`src/rtl/pipeline_arbiter.sv`:
```
// Round-robin arbiter sharing one in-order DIR/DOR pipeline between NREQ requesters.
// A tag FIFO records the requester of each accepted item so that results are steered back to it.
module pipeline_arbiter #(
    parameter int NREQ         = 4,
    parameter int WIDTH        = 8,
    parameter int MAX_INFLIGHT = 4
) (
    input  logic                  clk,
    input  logic                  reset,
    input  logic [NREQ-1:0]       req_valid,
    input  logic [NREQ*WIDTH-1:0] req_data,
    output logic [NREQ-1:0]       req_ack,
    output logic [NREQ-1:0]       rsp_valid,
    output logic [WIDTH-1:0]      rsp_data,
    input  logic [NREQ-1:0]       rsp_ready,
    output logic                  pipe_dir,
    output logic [WIDTH-1:0]      pipe_data_in,
    input  logic                  pipe_in_ack,
    input  logic                  pipe_dor,
    input  logic [WIDTH-1:0]      pipe_data_out,
    output logic                  pipe_out_ack,
    output logic                  err_orphan
);

    localparam int ID_W  = $clog2(NREQ);
    localparam int PTR_W = (MAX_INFLIGHT > 1) ? $clog2(MAX_INFLIGHT) : 1;
    localparam int CNT_W = $clog2(MAX_INFLIGHT + 1);

    typedef enum logic {ISSUE_IDLE, ISSUE_WAIT} issue_state_t;
    typedef enum logic [1:0] {RET_IDLE, RET_HOLD, RET_ACK} ret_state_t;

    issue_state_t    issue_q, issue_d;
    ret_state_t      ret_q, ret_d;
    logic [ID_W-1:0] rr_q, rr_d, id_q, id_d;
    logic [NREQ-1:0] req_ack_d, rsp_valid_d, req_pending;
    logic [WIDTH-1:0] pipe_data_in_d, rsp_data_d;
    logic            pipe_dir_d, pipe_out_ack_d, err_orphan_d;
    logic            grant_found;
    logic [ID_W-1:0] grant_id;
    logic [ID_W:0]   scan_idx;

    logic [ID_W-1:0]  tag_mem [MAX_INFLIGHT];
    logic [PTR_W-1:0] wr_ptr, rd_ptr;
    logic [CNT_W-1:0] fifo_count;
    logic [ID_W-1:0]  head_id;
    logic             push, pop;

    function automatic logic [PTR_W-1:0] ptr_next(input logic [PTR_W-1:0] p);
        return (p == PTR_W'(MAX_INFLIGHT - 1)) ? '0 : p + 1'b1;
    endfunction

    assign head_id = tag_mem[rd_ptr];

    // The requester acked this cycle still shows req_valid; mask it so it is not granted twice.
    always_comb begin
        req_pending = req_valid & ~req_ack;
        grant_found = 1'b0;
        grant_id    = '0;
        scan_idx    = '0;
        for (int unsigned k = 0; k < NREQ; k++) begin
            scan_idx = {1'b0, rr_q} + (ID_W+1)'(k);
            if (scan_idx >= (ID_W+1)'(NREQ))
                scan_idx = scan_idx - (ID_W+1)'(NREQ);
            if (!grant_found && req_pending[scan_idx[ID_W-1:0]]) begin
                grant_found = 1'b1;
                grant_id    = scan_idx[ID_W-1:0];
            end
        end
    end

    always_comb begin
        issue_d        = issue_q;
        rr_d           = rr_q;
        id_d           = id_q;
        pipe_dir_d     = pipe_dir;
        pipe_data_in_d = pipe_data_in;
        req_ack_d      = '0;
        push           = 1'b0;
        case (issue_q)
            ISSUE_IDLE: begin
                if (grant_found && fifo_count < CNT_W'(MAX_INFLIGHT)) begin
                    id_d           = grant_id;
                    pipe_data_in_d = req_data[grant_id*WIDTH +: WIDTH];
                    pipe_dir_d     = 1'b1;
                    issue_d        = ISSUE_WAIT;
                end
            end
            ISSUE_WAIT: begin
                if (pipe_in_ack) begin
                    pipe_dir_d = 1'b0;
                    req_ack_d  = {{(NREQ-1){1'b0}}, 1'b1} << id_q;
                    push       = 1'b1;
                    rr_d       = (id_q == ID_W'(NREQ - 1)) ? '0 : id_q + 1'b1;
                    issue_d    = ISSUE_IDLE;
                end
            end
            default: issue_d = ISSUE_IDLE;
        endcase
    end

    always_comb begin
        ret_d          = ret_q;
        rsp_valid_d    = rsp_valid;
        rsp_data_d     = rsp_data;
        pipe_out_ack_d = 1'b0;
        err_orphan_d   = err_orphan;
        pop            = 1'b0;
        case (ret_q)
            RET_IDLE: begin
                if (pipe_dor) begin
                    if (fifo_count != '0) begin
                        rsp_data_d  = pipe_data_out;
                        rsp_valid_d = {{(NREQ-1){1'b0}}, 1'b1} << head_id;
                        ret_d       = RET_HOLD;
                    end else begin
                        err_orphan_d   = 1'b1;
                        pipe_out_ack_d = 1'b1;
                        ret_d          = RET_ACK;
                    end
                end
            end
            RET_HOLD: begin
                if (rsp_ready[head_id]) begin
                    rsp_valid_d    = '0;
                    pipe_out_ack_d = 1'b1;
                    pop            = 1'b1;
                    ret_d          = RET_ACK;
                end
            end
            RET_ACK: ret_d = RET_IDLE;
            default: ret_d = RET_IDLE;
        endcase
    end

    always_ff @(posedge clk) begin
        if (reset) begin
            issue_q      <= ISSUE_IDLE;
            ret_q        <= RET_IDLE;
            rr_q         <= '0;
            id_q         <= '0;
            req_ack      <= '0;
            rsp_valid    <= '0;
            rsp_data     <= '0;
            pipe_dir     <= 1'b0;
            pipe_data_in <= '0;
            pipe_out_ack <= 1'b0;
            err_orphan   <= 1'b0;
        end else begin
            issue_q      <= issue_d;
            ret_q        <= ret_d;
            rr_q         <= rr_d;
            id_q         <= id_d;
            req_ack      <= req_ack_d;
            rsp_valid    <= rsp_valid_d;
            rsp_data     <= rsp_data_d;
            pipe_dir     <= pipe_dir_d;
            pipe_data_in <= pipe_data_in_d;
            pipe_out_ack <= pipe_out_ack_d;
            err_orphan   <= err_orphan_d;
        end
    end

    always_ff @(posedge clk) begin
        if (push)
            tag_mem[wr_ptr] <= id_q;
    end

    always_ff @(posedge clk) begin
        if (reset) begin
            wr_ptr     <= '0;
            rd_ptr     <= '0;
            fifo_count <= '0;
        end else begin
            if (push)
                wr_ptr <= ptr_next(wr_ptr);
            if (pop)
                rd_ptr <= ptr_next(rd_ptr);
            case ({push, pop})
                2'b10:   fifo_count <= fifo_count + 1'b1;
                2'b01:   fifo_count <= fifo_count - 1'b1;
                default: fifo_count <= fifo_count;
            endcase
        end
    end

endmodule

```
`config.mk`:
```
export PLATFORM = sky130hd
export DESIGN_NAME = pipeline_arbiter
export DESIGN_NICKNAME = d
export VERILOG_FILES = /design/src/rtl/pipeline_arbiter.sv
export SDC_FILE = /design/constraint.sdc
export NUM_CORES = 1
export LEC_CHECK = 0
export ABC_AREA = 1
export CORE_MARGIN = 1.5
export CORE_UTILIZATION = 42
export DETAILED_ROUTE_END_ITERATION = 6
export PLACE_DENSITY = 0.69
export SETUP_SLACK_MARGIN = 0.3
export SYNTH_ARGS = -nofsm -noshare
export SYNTH_HDL_FRONTEND = slang
export SYNTH_SLANG_ARGS = --single-unit
```
`constraint.sdc`:
```
create_clock -name clk -period 4.8 [get_ports clk]
set_input_delay 0.96 -clock clk [delete_from_list [all_inputs] [get_ports clk]]
set_output_delay 0.96 -clock clk [all_outputs]
set_load 0.01 [all_outputs]
```
**After elaboration in Yosys (flattened, before gate mapping)**

Memories as Yosys holds them, arrays and structs flattened. A register that Yosys moved wholly into a read port is not among the register bits.
Cells that the tools add are included.

- Output and inout bits: 27
- Bits in writable memories: 8
- Memories kept: 1
- Word-level logic and storage cells: 126
- Input bits: 52
- Flip-flop bits (word level): 41

Memories:

| name | words | bits a word | rd ports | clocked after memory_dff | wr ports | line | text |
|---|---|---|---|---|---|---|---|
| tag_mem | 4 | 2 | 1 | 1 | 1 | 42 | `logic [ID_W-1:0] tag_mem [MAX_INFLIGHT];` |

- Reduce and logical (&&, ||, !) cells: 19
- $lt $le $gt $ge: 10
- Equality and inequality tests: 11
- Shift-type cells: 3
- Muxes and demuxes: 51
- Add/subtract/negate cells: 12
- Bitwise logic cells: 5

Operator list:

| kind | count |
|---|---|
| 2-to-1 mux 2 bit | 16 |
| variable part select 32 x 6 -> 8 bit | 1 |
| 2-to-1 mux 1 bit | 21 |
| less-than comparator 2 x 3 -> 1 bit (second input constant) | 5 |
| 2-to-1 mux 4 bit | 3 |
| binary-select mux 1 bit (select 2 bit) | 5 |
| != test 2 bit (second input constant) | 5 |
| >= comparator 3 bit (second input constant) | 3 |
| == test 2 bit (second input constant) | 4 |
| case mux 4 bit (2 select lines) | 1 |
| AND reduction 2 bit | 4 |
| left shift 1 x 2 -> 4 bit (first input constant) | 2 |
| subtractor 2 x 1 -> 2 bit (second input constant) | 4 |
| adder 2 x 1 -> 2 bit (second input constant) | 3 |
| adder 2 x 2 -> 3 bit (second input constant) | 2 |
| case mux 1 bit (2 select lines) | 3 |
| case mux 3 bit (2 select lines) | 1 |
| AND reduction 3 bit | 2 |
| AND 4 bit | 1 |
| == test 2 x 1 -> 1 bit (second input constant) | 2 |
| logical AND 1 bit | 4 |
| NOT 4 bit | 1 |
| case mux 2 bit (2 select lines) | 1 |
| AND reduction 4 bit | 1 |
| other kinds (11) | 16 |

**Depth between registers and ports, before layout**

Gate-level depths: netlist (run 1).

- Word-level depth: 17
- Depth in mapped cells: 16
- Depth with buffers taken out: 16

**Least setup slack after synthesis (run 1)**

No wires, ideal clock.

- Path kind: input to register
- Start point: input port rsp_ready[1]
- End point: register fifo_count[2]
- Library setup time: 122 ps
- Data arrival time: 2421 ps
- Path buffers: 0
- Slack: 2257 ps
- Stages: 11
- Required time: 4678 ps
- Path through: nor2_1 o21ai_0 nand3_1 inv_1 ha_1 inv_1 fa_1 a21oi_1 o21ai_0 o21ai_0 a21oi_1

- Cells in the longest elaborated chain, start to end: 6
- Elaborated cells between the ends (all ways): 8
- Those cells by class: eq/ne (2); mux (5); reduce/logical (1)

Ends and longest elaborated chain:

| item | line | text |
|---|---|---|
| start, declared | 15 | `input logic [NREQ-1:0] rsp_ready,` |
| binary-select mux 1 bit (select 2 bit) (*) | 123 | `if (rsp_ready[head_id]) begin` |
| 2-to-1 mux 1 bit (implied by the code) (*) | 123 |  |
| 2-to-1 mux 1 bit (*) | 123 |  |
| 2-to-1 mux 1 bit (*) | 108 | `case (ret_q)` |
| named net pop | 46 | `logic push, pop;` |
| == test 2 x 1 -> 1 bit / == test 2 bit (equally long branches) | 178 | `case ({push, pop})` |
| case mux 3 bit (2 select lines) / nonzero test 2 bit (equally long branches) | n/a |  |
| end signal, assigned | 179 | `2'b10: fifo_count <= fifo_count + 1'b1;` |
| end signal, assigned | 180 | `2'b01: fifo_count <= fifo_count - 1'b1;` |
| end signal, assigned | 181 | `default: fifo_count <= fifo_count;` |
| end, declared | 44 | `logic [CNT_W-1:0] fifo_count;` |

The timed path passes the listed nets; every way through them passes the cells marked *. The select of a mux whose other input is x is not followed.
A chain may end at the register's enable or synchronous reset.

**Worst setup path in the final report (run 1)**

- Start point: input port rsp_ready[3]
- End point: register fifo_count[2]

Same word-level chain as after synthesis.

==> summary.md, run 1 <==
| Metric | Value |
|---|---|
| Run status | completed |
| Chip height | slightly above 80 um |
| Unrepaired setup endpoints after global routing | false |
| R2R depth | 16 |
| Final cycle utilization of the critical path | 0.596 |
| Signed area change from the synthesized netlist to the final layout | 34.8% |
| Antenna violations before repair | 0 |
| Num CTS Buffers | 5 |
| Post-synthesis xor/xnor area fraction | 0 |
| Number of global-route vias before repair | between 2,000 and 2,500 |
| Final HPWL from detailed placement | between 4 and 5 mm |
| Sw Pwr | ~0.00041 W |
| Count of TritonRoute iterations in the first routing pass | 5 |
| Post-synthesis net count | 428 |
| Data required time at the worst endpoint | 5000 ps |
| Placeable Area | between 0.006 and 0.007 sq mm |
| Minimum setup slack after placement | 1610 ps |
| Drt drc | 0 |
| Number of nets with antenna violations after detailed routing | 0 |
| Post-layout total power | around 0.0012 W |
| Fraction of power spent switching nets | 0.348 |
| Total wire length | roughly 6 mm |
| HP Class | flip-flop to flip-flop |
| Hold Path Stages | 2 |
| Count of endpoints failing setup in the final report | 0 |
| Clock latency of the later-clocked register in the worst-skew pair | 300 ps |
| Seq pwr share | 0.437 |
| Complex-gate fraction of the synthesized area | 0.110 |
| Placer's final routability congestion estimate | between 0.8 and 0.9 |
| Highest clock rate | 349 MHz |
| Drt initial violations | 48 |
| Nature of the critical path startpoint | primary input |
| Main area contributors after synthesis | sky130_fd_sc_hd__dfxtp_1 32%, sky130_fd_sc_hd__nand3_1 11%, sky130_fd_sc_hd__nand2_1 9.5% |
| Hold_buf cts | 0 |
| Number of gates resized after CTS | 0 |
| Logic gate share of total power | 0.351 |
| Fraction of the mapped netlist area in adder cells | 0.0405 |
| WL per Instance | between 10 and 15 um |
| Count of mapped cells out of synthesis | between 300 and 400 |
| Setup crit end kind | flip-flop |
| Worst IR Drop VDD | 0.131 mV |
| Hold Worst Slack | roughly 460 ps |
| Number of max-slew violations in the final report | 0 |
| CTS Root Cell | sky130_fd_sc_hd__clkbuf_8 |
| Vias per std cell | just under 5 |
| Number of buffers between clock root and the deepest sink | 2 |
| Final design instance area without fill | roughly 0.0036 sq mm |
| First-pass GRT wire length | ~10 mm |
| Final-report hold violation count | 0 |
| Max FO, Critical Path | 4 |
| Clock slew at the register clock pins of the worst setup and hold paths | approximately 100 ps |
| Cell with the largest stage delay on the worst path | sky130_fd_sc_hd__clkdlybuf4s50_1 |
| Commonest cells after routing, fill and taps aside | 78 x sky130_fd_sc_hd__clkdlybuf4s50_1, 67 x sky130_fd_sc_hd__nand2_1, 62 x sky130_fd_sc_hd__inv_1, 57 x sky130_fd_sc_hd__nand3_1, 43 x sky130_fd_sc_hd__dfxtp_1 |
| Setup Total Neg Slack | 0 ps |
| GRT Residual Overflow | 0 |
| Min Clock Period, post-route | approximately 2900 ps |
| Max transition margin | 0.587 |
| Clock group share of total power | 0.212 |
| Area of the die | between 0.006 and 0.007 sq mm |
| Nets | between 500 and 600 |
| Buffer count from post-CTS setup fixing | 0 |
| Total cell area at the placement stage | ~0.0035 sq mm |
| #FFs+latches synth | 51 |
| Smallest setup slack after layout | ~1900 ps |
| Leakage power summed over all cells | about 1.6 nW |
| Post-route clock skew | 5.37 ps |
| Leading cell type in the layout, fill and taps excluded | sky130_fd_sc_hd__clkdlybuf4s50_1 |
| Initial core utilization | 0.441 |
| Crit-path max cell delay | approximately 460 ps |
| Main combinational cell family by area after synthesis | simple AND/OR/NAND/NOR gates |
| Basic-gate share of the synthesized area counting and, or, nand and nor cells | 0.321 |
| Sequential share of the synthesized area | 0.414 |
| PD cells | 332 mW/mm^2 |
| Number of buffers inserted by port buffering | approximately 80 |
| Width of the chip | 82.5 um |
| Most common cell on crit path | sky130_fd_sc_hd__o21ai_0 |
| Cell-internal power | around 0.00077 W |
| GRT Overall Usage | 0.183 |
| Total vias in the final route | around 2,600 |
| Htree depth | 2 |
| Post-synthesis instance area | 0.00266 sq mm |
| Largest area contributor in the synthesized netlist | sky130_fd_sc_hd__dfxtp_1 |
| Proportion of synthesized area in mux cells | 0 |
| Minimum setup slack among reg-to-reg paths | 2190 ps |
| Largest net degree at the start of global routing | 24 |
| Share of layout cells above drive strength 1 | 0.0516 |
| Transition time at the pin with the least slew margin | just over 600 ps |
| Diode count | 0 |
| Sequence of cells on the critical path | clkdlybuf4s50_1, nor2_1, o21ai_0, nand3_1, inv_1, ha_1, inv_1, fa_1, a21oi_1, o21ai_0, o21ai_0, a21oi_1 |
| Number of distinct standard cells referenced by the synthesized netlist | 31 |
| TritonCTS clock tree | done |
| Setup CP Type | primary input to flip-flop |
| Area share of the leading cell type in the synthesized netlist | 0.324 |
| Number of rows created at floorplan | 28 |
| Total number of yosys warnings | 0 |
| Ports placed on the boundary | 79 |
| Arrival time of the worst setup path | 3060 ps |
| Max-cap violations | 0 |
| Post-Syn Area per Cell | 7.22 sq um |
| TritonCTS Sinks | slightly above 50 |
-- synthesized netlist by cell type (all sizes together) --
library cell and number:
clkbuf 3, fa 1, clkinv 1, nand4 4, ha 7, o21ba 1
o32ai 1, buf 7, nand3b 8, nand3 59, edfxtp 8, nor2 34
o211a 1, a21oi 18, o22ai 3, o21ai 18, o21a 8, nor3 6
inv 64, nand2 73, dfxtp 43
-- layout make-up --
cell class,instances,area (sq um)
clock buffers,5,68.8
clock inverters,3,23.8
fillers,583,2440
inverters,65,246
multi-input cells,242,1250
flip-flops and latches,51,1100
well taps,75,93.8
repair buffers,80,796
-- cell families after synthesis --
| family | Yosys count |
|---|---|
| adders and majority gates | 8 |
| DFF | 51 |
| AOI/OAI and AO/OA | 50 |
| and+or+nand+nor | 184 |
| buffers and inverters | 75 |
-- flip-flops by register name (all words and copies together), names as in the netlist, named ones only --
register and count:
pipe_out_ack 1, issue_q 1, wr_ptr 2, rr_q 2, req_ack 4, err_orphan 1
rsp_data 8, fifo_count 3, rd_ptr 2, rsp_valid 4, pipe_dir 1, id_q 2
ret_q 2, pipe_data_in 8, tag_mem 8
-- path summary, 6_finish.rpt --
| kind | startpoint | endpoint |
|---|---|---|
| setup / recovery | rsp_ready[3] | fifo_count[2] |
| hold / removal | err_orphan | err_orphan |
| setup reg to reg | flip-flop | fifo_count[2] |
| hold reg to reg | err_orphan | err_orphan |
-- metrics by stage --
stage / util / instances
global route: 0.594 / 521
detailed placement: 0.579 / 513
finish: 0.594 / 521
global placement: 0.579 / 513
floorplan: - / 368
CTS: 0.594 / 521
-- worst max-delay path, delay by kind of cell --
kind / cells / cell delay (ps)
AOI/OAI and AO/OA: 5 / 680
adders and majority gates: 2 / 530
buffers and inverters: 3 / 670
and+or+nand+nor: 2 / 220
-- power by group through the flow --
stage | combinational, W | clock, W | sequential, W
5_1_grt | 0.000473 | 0.000279 | 0.000525
6_report | 0.000416 | 0.000252 | 0.000519
3_3_place_gp | 0.000412 | 0 | 0.000529
2_1_floorplan | 0.000260 | 0 | 0.000534
3_5_place_dp | 0.000417 | 0 | 0.000529
4_1_cts | 0.000419 | 0.000262 | 0.000520
-- layer usage --
layer	routed length (um)	global-route usage
met5	0	0
met4	80	0.0633
met3	313	0.0308
met2	2730	0.317
met1	2750	0.229
(Power assumes the default switching activity.)
==> run 2, diff against run 1 <==
clock period = 3 ns   (was 4.8 ns; I/O delays follow)
==> run 2 against run 1 <==
  * Critical path depth up 4
  * Clock skew up 4.6 ps
  * First-iteration DRC count up 100%
  * Hold slack better by 14 ps
  * Utilization up 0.27 points
  * Via count down 2.1%
  * Clock power up 54%
  * Die area unchanged
  * Power up 59%
  * Sequential power up 60%
  * Global-route usage up 0.77 points
  * Largest cell class unchanged
==> summary.md, run 2 (synthesized netlist as in run 1, its figures left out) <==
| Metric | Value |
|---|---|
| Chip height | 82.5 um (unchanged) |
| Width of the chip | 82.5 um (unchanged) |
| Arrival time of the worst setup path | 2590 ps (-470 ps) |
| Fin cells | 522 (+0.19%) |
| Vias per std cell | 4.78 (-2.3%) |
| Drt drc | 0 (unchanged) |
| Post-layout total power | 0.00189 W (+59%) |
| Number of gates resized after CTS | 0 (unchanged) |
| GRT Residual Overflow | 0 (unchanged) |
| Min Clock Period, post-route | about 2400 ps |
| TritonCTS clock tree | done |
| DP Cell Count | 514 (+0.19%) |
| Diode count | 0 (unchanged) |
| Setup CP Type | flip-flop to flip-flop |
| CTS Root Cell | sky130_fd_sc_hd__clkbuf_8 |
| Top flop regs | pipe_data_in: 8 flops, rsp_data: 8 flops, tag_mem: 8 flops |
| Run status | completed |
| Max-cap violations | 0 (unchanged) |
| PD cells | 526 mW/mm^2 (+59%) |
| GRT Overall Usage | 0.191 (+0.00767) |
| Buffer count from post-CTS setup fixing | 0 (unchanged) |
| HP Class | flip-flop to flip-flop |
| Area of the die | 0.00681 sq mm (unchanged) |
| Number of buffers inserted by port buffering | 78 (unchanged) |
| Area occupied by multi-input gates | 0.00126 sq mm (+0.90%) |
| Largest net degree at the start of global routing | 22 (-8.3%) |
| Hold_buf cts | 0 (unchanged) |
| Signed area change from the synthesized netlist to the final layout | 35.4% |
| Nature of the critical path startpoint | flip-flop |
| Setup Total Neg Slack | 0 ps (unchanged) |
| Total wire length | 6.00 mm (+2.2%) |
| Number of nets with antenna violations after detailed routing | 0 (unchanged) |
| Number of rows created at floorplan | 28 (unchanged) |
| Antenna violations before repair | 0 (unchanged) |
| Count of endpoints failing setup in the final report | 0 (unchanged) |
| Drt initial violations | 98 (+100%) |
| Setup crit end kind | flip-flop |
| Nets | 506 (+0.20%) |
| Num CTS Buffers | 5 (unchanged) |
| Number of buffers between clock root and the deepest sink | 2 (unchanged) |
| Storage cell area | 0.00110 sq mm (+0.11%) |
| Minimum setup slack after placement | 212 ps (-1400 ps) |
| Leakage power summed over all cells | 1.62 nW (+0.24%) |
| Initial core utilization | 0.441 (unchanged) |
| Total vias in the final route | 2,496 (-2.1%) |
| First-pass GRT wire length | 10.2 mm (+4.7%) |
| Unrepaired setup endpoints after global routing | false |
| Number of fillers in the final layout | 567 (-2.7%) |
| Leading cell type in the layout, fill and taps excluded | sky130_fd_sc_hd__clkdlybuf4s50_1 |
| Worst IR Drop VDD | 0.266 mV (+100%) |
| WL per Instance | 11.5 um (+2.0%) |
| Highest clock rate | 417 MHz |
| Placer's final routability congestion estimate | 0.822 (-1.9%) |
| Placeable Area | 0.00603 sq mm (unchanged) |
| Clock latency of the later-clocked register in the worst-skew pair | 300 ps (about the same) |
| Share of layout cells above drive strength 1 | 0.0649 (+0.0133) |
| Number of max-slew violations in the final report | 0 (unchanged) |
| Final-report hold violation count | 0 (unchanged) |
| Final cycle utilization of the critical path | 0.799 |
| Data required time at the worst endpoint | 3190 ps (-1810 ps) |
| Clock slew at the register clock pins of the worst setup and hold paths | 90 ps (about the same) |
| Max transition margin | 0.703 (+0.116) |
| Max FO, Critical Path | 5 (+1) |
| Post-route clock skew | 9.96 ps (+4.59 ps) |
| Htree depth | 2 (unchanged) |
| Post-Route Utilization | 0.597 (+0.00270) |
| Smallest setup slack after layout | 602 ps (-1340 ps) |
| Count of TritonRoute iterations in the first routing pass | 4 (-1) |
| Number of global-route vias before repair | 2,356 (+2.9%) |
| Final HPWL from detailed placement | 4.46 mm (+1.5%) |
| TritonCTS Sinks | 51 (unchanged) |
| Commonest cells after routing, fill and taps aside | 78 x sky130_fd_sc_hd__clkdlybuf4s50_1, 66 x sky130_fd_sc_hd__nand2_1, 60 x sky130_fd_sc_hd__inv_1, 56 x sky130_fd_sc_hd__nand3_1, 42 x sky130_fd_sc_hd__dfxtp_1 |
| Transition time at the pin with the least slew margin | 444 ps (-174 ps) |
| Ports placed on the boundary | 79 (unchanged) |
==> run 2: power breakdown <==
part	internal, W	total, W	switching, W
clock	0.000163	0.000389	0.000226
sequential	0.000773	0.000831	0.0000580
combinational	0.000302	0.000674	0.000371
==> run 2: area by class of cell <==
| cell class | instances | area share |
|---|---|---|
| sequential | 51 | 0.306 |
| multi-input combinational | 242 | 0.351 |
| clock inverter | 3 | 0.00556 |
| tap | 75 | 0.0261 |
| inverter | 65 | 0.0685 |
| timing repair buffer | 81 | 0.223 |
| clock buffer | 5 | 0.0191 |
==> run 2: metrics by stage <==
step,hold slack [ps],area (sq um)
2_1_floorplan,457,2660
3_3_place_gp,437,3500
3_5_place_dp,458,3500
4_1_cts,472,3590
5_1_grt,489,3600
6_report,470,3600
==> run 2: per-layer routing <==
layer | up-vias | routed length [um] | track usage
li1 | 1345 | - | -
met5 | - | 0 | 0
met1 | 1086 | 2790 | 0.240
met3 | 2 | 275 | 0.0352
met2 | 63 | 2890 | 0.328
met4 | 0 | 40 | 0.0633
==> run 2: path summary, 6_finish.rpt <==
path	endpoint	cells past startpoint	slack [ps]	start
worst min register to register	err_orphan	2	470	err_orphan
worst max register to register	fifo_count[2]	16	600	flip-flop
worst min-delay path	err_orphan	2	470	err_orphan
worst max-delay path	fifo_count[2]	16	600	flip-flop
==> run 2: critical path, stage by stage, from the launching register on <==
cell	delay, ps
sky130_fd_sc_hd__dfxtp_2	350
sky130_fd_sc_hd__inv_1	100
sky130_fd_sc_hd__nand2_1	70
sky130_fd_sc_hd__nand3_1	100
sky130_fd_sc_hd__nand2_2	100
sky130_fd_sc_hd__inv_2	90
sky130_fd_sc_hd__nor2_1	40
sky130_fd_sc_hd__o21ai_1	180
sky130_fd_sc_hd__nand3_2	140
sky130_fd_sc_hd__inv_2	100
sky130_fd_sc_hd__ha_1	140
sky130_fd_sc_hd__inv_1	60
sky130_fd_sc_hd__fa_1	370
sky130_fd_sc_hd__a21oi_1	140
sky130_fd_sc_hd__o21ai_0	110
sky130_fd_sc_hd__o21ai_0	160
sky130_fd_sc_hd__a21oi_1	50
